### config.mk
export PLATFORM = sky130hd
export DESIGN_NAME = rx_fifo_packer_flat
export DESIGN_NICKNAME = d
export VERILOG_FILES = /design/src/rtl/rx_fifo_packer_if.sv /design/src/rtl/rx_fifo_packer.sv /design/src/flat_wrapper.sv
export SDC_FILE = /design/constraint.sdc
export NUM_CORES = 2
export LEC_CHECK = 0
export ABC_CLOCK_PERIOD_IN_PS = 18300
export BUFFER_PORTS_ARGS = -buffer_cell sky130_fd_sc_hd__buf_4
export CAP_MARGIN = 10
export CORE_MARGIN = 2
export CORE_UTILIZATION = 65
export DETAILED_ROUTE_END_ITERATION = 8
export PLACE_DENSITY = 0.8
export SLEW_MARGIN = 20
export SYNTH_ARGS = -nofsm -noshare
export SYNTH_HDL_FRONTEND = slang
export SYNTH_SLANG_ARGS = --single-unit
### constraint.sdc
create_clock -name clk -period 18.3 [get_ports clk]
set_input_delay 3.66 -clock clk [delete_from_list [all_inputs] [get_ports clk]]
set_output_delay 3.66 -clock clk [all_outputs]
set_load 0.01 [all_outputs]
### src/rtl/rx_fifo_packer_if.sv
// rx_fifo_packer_if
//  Groups the byte-wide receive handshake (in_*) and the wide FWFT output
//  handshake (out_*) of rx_fifo_packer into one bundle.
//  Ports (as seen from the packer, modport slave):
//   in_vld   in   byte valid
//   in_data  in   IN_WIDTH-bit byte
//   in_last  in   byte ends a packet
//   in_rdy   out  packer can accept a byte
//   out_vld  out  FIFO head word valid
//   out_data out  OUT_WIDTH-bit head word
//   out_last out  head word ends a packet
//   out_cnt  out  valid bytes in head word (1..OUT_WIDTH/IN_WIDTH)
//   out_rdy  in   consumer accepts head word
//  modport master is the mirror image, used by whatever drives and consumes the packer.
interface rx_fifo_packer_if #(
    parameter int IN_WIDTH  = 8,
    parameter int OUT_WIDTH = 128
);
    localparam int CNT_WIDTH = $clog2(OUT_WIDTH / IN_WIDTH) + 1;

    logic                 in_vld;
    logic [IN_WIDTH-1:0]  in_data;
    logic                 in_last;
    logic                 in_rdy;
    logic                 out_vld;
    logic [OUT_WIDTH-1:0] out_data;
    logic                 out_last;
    logic [CNT_WIDTH-1:0] out_cnt;
    logic                 out_rdy;

    modport slave (
        input  in_vld, in_data, in_last, out_rdy,
        output in_rdy, out_vld, out_data, out_last, out_cnt
    );

    modport master (
        output in_vld, in_data, in_last, out_rdy,
        input  in_rdy, out_vld, out_data, out_last, out_cnt
    );
endinterface

### src/rtl/rx_fifo_packer.sv
// rx_fifo_packer
//  Packs a little-endian byte stream into OUT_WIDTH-bit words and buffers them
//  in a 2**DEPTH_WIDTH-entry first-word-fall-through FIFO. A packet ends on
//  in_last; a partial final word is zero-padded above its last byte and tagged
//  with its byte count.
//  Ports:
//   clk    in   single clock
//   rst_n  in   asynchronous active-low reset
//   bus    if   rx_fifo_packer_if.slave (in_* byte side, out_* word side)
//   level  out  words currently stored in the FIFO, 0..2**DEPTH_WIDTH
module rx_fifo_packer #(
    parameter int IN_WIDTH    = 8,
    parameter int OUT_WIDTH   = 128,
    parameter int DEPTH_WIDTH = 4
) (
    input  logic                 clk,
    input  logic                 rst_n,
    rx_fifo_packer_if.slave      bus,
    output logic [DEPTH_WIDTH:0] level
);
    localparam int BYTES = OUT_WIDTH / IN_WIDTH;
    localparam int IDX_W = $clog2(BYTES);
    localparam int CNT_W = IDX_W + 1;
    localparam int DEPTH = 2 ** DEPTH_WIDTH;
    localparam logic [DEPTH_WIDTH:0] LEVEL_FULL = (DEPTH_WIDTH + 1)'(DEPTH);
    localparam logic [IDX_W-1:0]     LAST_LANE  = IDX_W'(BYTES - 1);

    typedef struct packed {
        logic                 last;
        logic [CNT_W-1:0]     cnt;
        logic [OUT_WIDTH-1:0] data;
    } entry_t;

    logic [IDX_W-1:0]       byte_idx;
    logic [OUT_WIDTH-1:0]   pack_reg;
    logic [OUT_WIDTH-1:0]   lane_mask;
    entry_t                 commit_word;
    entry_t                 head;
    entry_t                 mem [DEPTH];
    logic [DEPTH_WIDTH-1:0] wr_ptr;
    logic [DEPTH_WIDTH-1:0] rd_ptr;
    logic                   full;
    logic                   accept;
    logic                   commit;
    logic                   pop;

    // in_rdy looks only at the registered level, so a pop in the same cycle
    // cannot open the input; it is also held low for the whole reset.
    assign full       = (level == LEVEL_FULL);
    assign bus.in_rdy = rst_n & ~full;
    assign accept     = bus.in_vld & bus.in_rdy;
    assign commit     = accept & ((byte_idx == LAST_LANE) | bus.in_last);
    assign bus.out_vld = (level != '0);
    assign pop        = bus.out_vld & bus.out_rdy;

    // The word being committed combines the lanes already packed below
    // byte_idx with the incoming byte; everything above byte_idx is forced to 0
    // so a short final word is cleanly zero-padded.
    always_comb begin
        lane_mask = '0;
        for (int i = 0; i < BYTES; i++) begin
            if (i < int'(byte_idx)) begin
                lane_mask[i*IN_WIDTH +: IN_WIDTH] = '1;
            end
        end
        commit_word.data = (pack_reg & lane_mask)
                         | (OUT_WIDTH'(bus.in_data) << (int'(byte_idx) * IN_WIDTH));
        commit_word.cnt  = CNT_W'(byte_idx) + CNT_W'(1);
        commit_word.last = bus.in_last;
    end

    // Packer: drop each accepted byte into its lane; on a commit the lane
    // register is cleared and the index restarts at lane 0.
    always_ff @(posedge clk or negedge rst_n) begin
        if (!rst_n) begin
            byte_idx <= '0;
            pack_reg <= '0;
        end else if (accept) begin
            if (commit) begin
                byte_idx <= '0;
                pack_reg <= '0;
            end else begin
                byte_idx <= byte_idx + 1'b1;
                pack_reg[int'(byte_idx)*IN_WIDTH +: IN_WIDTH] <= bus.in_data;
            end
        end
    end

    // FIFO bookkeeping: pointers wrap naturally at the depth; a simultaneous
    // commit and pop moves both pointers and leaves level unchanged.
    always_ff @(posedge clk or negedge rst_n) begin
        if (!rst_n) begin
            wr_ptr <= '0;
            rd_ptr <= '0;
            level  <= '0;
        end else begin
            if (commit) begin
                wr_ptr <= wr_ptr + 1'b1;
            end
            if (pop) begin
                rd_ptr <= rd_ptr + 1'b1;
            end
            if (commit && !pop) begin
                level <= level + 1'b1;
            end else if (!commit && pop) begin
                level <= level - 1'b1;
            end
        end
    end

    // Storage needs no reset: a commit requires in_rdy, which is low in reset,
    // and the head is masked whenever the FIFO is empty.
    always_ff @(posedge clk) begin
        if (commit) begin
            mem[wr_ptr] <= commit_word;
        end
    end

    // First-word-fall-through head; outputs read as zero while empty so they
    // are clean in and right after reset.
    always_comb begin
        head         = mem[rd_ptr];
        bus.out_data = '0;
        bus.out_last = 1'b0;
        bus.out_cnt  = '0;
        if (bus.out_vld) begin
            bus.out_data = head.data;
            bus.out_last = head.last;
            bus.out_cnt  = head.cnt;
        end
    end
endmodule

### src/flat_wrapper.sv
// flat-port wrapper written by rule: the top's interface ports become plain ports
module rx_fifo_packer_flat 
#(
    parameter int IN_WIDTH    = 8,
    parameter int OUT_WIDTH   = 128,
    parameter int DEPTH_WIDTH = 4
)
  (clk, rst_n, level, bus_in_vld, bus_in_data, bus_in_last, bus_out_rdy, bus_in_rdy, bus_out_vld, bus_out_data, bus_out_last, bus_out_cnt);
  rx_fifo_packer_if #(.IN_WIDTH(IN_WIDTH), .OUT_WIDTH(OUT_WIDTH)) bus_i ();
  input  logic clk;
  input  logic rst_n;
  output logic [DEPTH_WIDTH:0] level;
  input wire logic [$bits(bus_i.in_vld)-1:0] bus_in_vld;
  input wire logic [$bits(bus_i.in_data)-1:0] bus_in_data;
  input wire logic [$bits(bus_i.in_last)-1:0] bus_in_last;
  input wire logic [$bits(bus_i.out_rdy)-1:0] bus_out_rdy;
  output wire logic [$bits(bus_i.in_rdy)-1:0] bus_in_rdy;
  output wire logic [$bits(bus_i.out_vld)-1:0] bus_out_vld;
  output wire logic [$bits(bus_i.out_data)-1:0] bus_out_data;
  output wire logic [$bits(bus_i.out_last)-1:0] bus_out_last;
  output wire logic [$bits(bus_i.out_cnt)-1:0] bus_out_cnt;
  assign bus_i.in_vld = bus_in_vld;
  assign bus_i.in_data = bus_in_data;
  assign bus_i.in_last = bus_in_last;
  assign bus_i.out_rdy = bus_out_rdy;
  assign bus_in_rdy = bus_i.in_rdy;
  assign bus_out_vld = bus_i.out_vld;
  assign bus_out_data = bus_i.out_data;
  assign bus_out_last = bus_i.out_last;
  assign bus_out_cnt = bus_i.out_cnt;
  rx_fifo_packer #(.IN_WIDTH(IN_WIDTH), .OUT_WIDTH(OUT_WIDTH), .DEPTH_WIDTH(DEPTH_WIDTH)) u_core (.clk(clk), .rst_n(rst_n), .bus(bus_i), .level(level));
endmodule
==> flow_metrics.env <==
export IMPL_outcome="finished, final reports clean"
export IMPL_finalSetupTns_ns=0
export IMPL_totalWireLength_um=221200
export IMPL_synthFlopType="edfxtp_1"
export IMPL_combPwrFrac_pct=29.4
export IMPL_multi_input_area_mm2=0.02080
export IMPL_fin_crit_sh_pct=50.85
export IMPL_remaining_drc_errors=0
export IMPL_r2r_start="u_core.byte_idx[0]"
export IMPL_vias_per_cell=7.116
export IMPL_wl_met3_um=25140
export IMPL_synthCells=4520
export IMPL_coreArea_mm2=0.1372
export IMPL_place_hpwl_um=112200
export IMPL_critPathKind="flip-flop to output pin"
export IMPL_placed_cell_area_mm2=0.09307
export IMPL_slew_headroom_pct=20.40
export IMPL_fp_dieArea_mm2=0.1410
export IMPL_synth_edff_count=2144
export IMPL_regArea_mm2=0.06782
export IMPL_first_iter_violations=7028
export IMPL_overflow=0
export IMPL_cts_tree="yes"
export IMPL_hold_start="u_core.pack_reg[45]"
export IMPL_area_growth_pct=11.47
export IMPL_clkLatencyLatePin_ns=0.86
export IMPL_path_clk_slew_ns=0.07
export IMPL_drv_slew=0
export IMPL_num_vias=47780
export IMPL_cp_max_fo=117
export IMPL_cts_setup_buffers=0
export IMPL_dr_wl_met2_um=107500
export IMPL_cp_required_ns=14.64
export IMPL_grt_usage_pct=31.65
export IMPL_p_seq_share_pct=41.0
export IMPL_rsz0062_at_grt="false"
export IMPL_instances_no_fill=6715
export IMPL_dp_cells=6323
export IMPL_grt_pass1_wl_um=321400
export IMPL_drt_met1_wl_um=81180
export IMPL_io_pins=154
export IMPL_antenna_left=0
export IMPL_syn_avg_cell_area_um2=19.84
export IMPL_setup_viol=0
export IMPL_htreeDepth=4
export IMPL_syn_nets=4546
export IMPL_ys_ff_latch=2281
export IMPL_fmax_mhz=107.5
export IMPL_min_to="u_core.pack_reg[45]"
export IMPL_worst_pin_slew_ns=1.194
export IMPL_cts_root_buf="clkbuf_16"
export IMPL_ys_types=63
export IMPL_top_layer_used="met5"
export IMPL_max_vdd_ir_drop_v=0.0002387
export IMPL_whs_ns=0.4932
export IMPL_antenna_found_initial=6
export IMPL_final_cell_mix="edfxtp_1 (2,144), mux4_2 (426), mux2i_1 (403)"
export IMPL_initial_core_util_pct=65.39
export IMPL_min_delay_path_depth=1
export IMPL_cts_repair_resized=0
export IMPL_p_int_w=0.01006
export IMPL_ys_warn_count=0
export IMPL_drtPass1Iterations=7
export IMPL_p_clk_share_pct=29.6
export IMPL_power_density_mw_per_mm2=146.2
export IMPL_holdBufCountCts=0
export IMPL_nets=4769
export IMPL_die_h_um=375.4
export IMPL_r2r_slack_ns=12.09
export IMPL_p_leak_nw=34.38
export IMPL_cts_buffers=211
export IMPL_yosysSeqAreaShare_pct=75.61
export IMPL_layout_drive_gt1_share_pct=22.99
export IMPL_final_fill_count=7532
export IMPL_rr_worst_depth=10
export IMPL_cts_sinks=2281
export IMPL_hold_class="flip-flop to flip-flop"
export IMPL_netSwitchingFraction_pct=31.19
export IMPL_final_common_cell="edfxtp_1"
export IMPL_r2r_end="u_core.mem[4][117]"
export IMPL_grt_max_degree=150
export IMPL_hold_viol_final=0
export IMPL_fin_crit_ns=9.306
export IMPL_cp_end_kind="output pin"
export IMPL_final_area_mm2=0.09997
export IMPL_grt_pass1_vias=47660
export IMPL_cts_buffer_depth=3
export IMPL_maxCapViolCount=0
export IMPL_net_switching_power_w=0.004560
export IMPL_crit_path_start_kind="flip-flop"
export IMPL_arrival_ns=5.65
export IMPL_place_congestion=0.9094
export IMPL_clock_skew_final_ns=0.03274
export IMPL_rows=136
export IMPL_p_total_w=0.01462
export IMPL_largest_register_ff_count=2144
export IMPL_detail_route_wl_per_cell_um=32.94
export IMPL_netlist_area_mm2=0.08968
export IMPL_async_flop_share_pct=6.006
export IMPL_die_w_um=375.4
export IMPL_portBuffers=153
[cells by family (layout without fill, tap and decap cells)]
group	after synthesis	in the layout	share of synthesized area, %
other	0	2	0
AOI/OAI and AO/OA	579	579	4.459
adders and majority gates	13	13	0.1897
muxes	854	854	15.51
buffers and inverters	290	689	1.469
and+or+nand+nor	488	488	2.591
DFF	2281	2281	75.61
xor gates and xnor gates	15	15	0.1674
[how the worst max path moves through the flow]
stage | endpoint | from | depth (start not counted)
5_1_grt | bus_out_data[73] | u_core.rd_ptr[0] | 7
6_report | bus_out_data[73] | u_core.rd_ptr[0] | 7
2_1_floorplan | u_core.mem[0][0] | bus_in_vld | 8
4_1_cts | bus_out_data[73] | u_core.rd_ptr[0] | 7
3_5_place_dp | u_core.mem[4][24] | rst_n | 10
3_3_place_gp | u_core.mem[4][24] | rst_n | 10
[routing by layer]
layer  global-route usage [%]  vias up
met4                    11.53       10
met2                    49.66     3440
met5                        0        -
met3                    6.556      469
li1                         -    19000
met1                    45.03    24860
[synth_stat cells (4+ instances only)]
master | instances | area, µm²
nand2_1 | 159 | 596.8
mux4_2 | 426 | 9594
a22o_1 | 24 | 210.2
o22ai_1 | 79 | 494.2
o21ai_0 | 158 | 790.8
buf_4 | 16 | 120.1
or3_1 | 5 | 31.28
nor2_1 | 168 | 630.6
a32o_1 | 17 | 170.2
o31ai_1 | 10 | 75.07
dfrtp_1 | 137 | 3428
a21oi_1 | 51 | 255.2
and3_1 | 4 | 25.02
ha_1 | 12 | 150.1
a211oi_1 | 23 | 172.7
nor3_1 | 6 | 30.03
a22oi_1 | 16 | 120.1
nand2b_1 | 38 | 237.7
xnor2_1 | 9 | 78.83
mux2_2 | 25 | 281.5
o21ai_2 | 15 | 131.4
a32oi_1 | 31 | 271.5
nor2b_1 | 42 | 262.8
buf_2 | 117 | 585.6
edfxtp_1 | 2144 | 64380
o32ai_1 | 32 | 280.3
o211a_1 | 32 | 320.3
clkbuf_1 | 110 | 412.9
inv_1 | 6 | 22.52
nand3_1 | 29 | 145.1
buf_1 | 35 | 131.4
o211ai_1 | 55 | 412.9
o21ai_1 | 6 | 30.03
o2bb2ai_1 | 24 | 210.2
xor2_1 | 5 | 43.79
or3_4 | 8 | 90.09
mux2i_1 | 403 | 4034
[layout make-up]
type	instances	area share, %
Antenna cell	2	0.005006
Clock buffer	259	5.542
Clock inverter	130	1.252
Inverter	9	0.04130
Tap cell	1794	2.245
Timing Repair Buffer	291	2.267
Sequential cell	2281	67.84
Multi-Input combinational cell	1949	20.81
[power by group through the flow]
stage,clock network (W),registers (W),logic (W)
floorplan,0,0.00604,0.00283
global placement,0,0.00609,0.00418
detailed placement,0,0.00610,0.00424
CTS,0.00436,0.00599,0.00429
global route,0.00454,0.00600,0.00452
finish,0.00433,0.00600,0.00429
[stage by stage]
stage	setup slack, ns	util [%]
finish	8.994	72.89
global route	8.609	72.89
CTS	8.632	72.81
detailed placement	9.568	67.86
global placement	9.633	67.84
floorplan	3.950	-
[worst max-delay path: stages, from the launching register on]
cell and delay (ns):
dfrtp_4 0.91, buf_6 0.67, buf_12 0.70, buf_4 0.85, mux4_2 0.64, mux2i_1 0.25, o22ai_1 0.18, buf_4 0.24
Power figures use the tool's default switching activity.
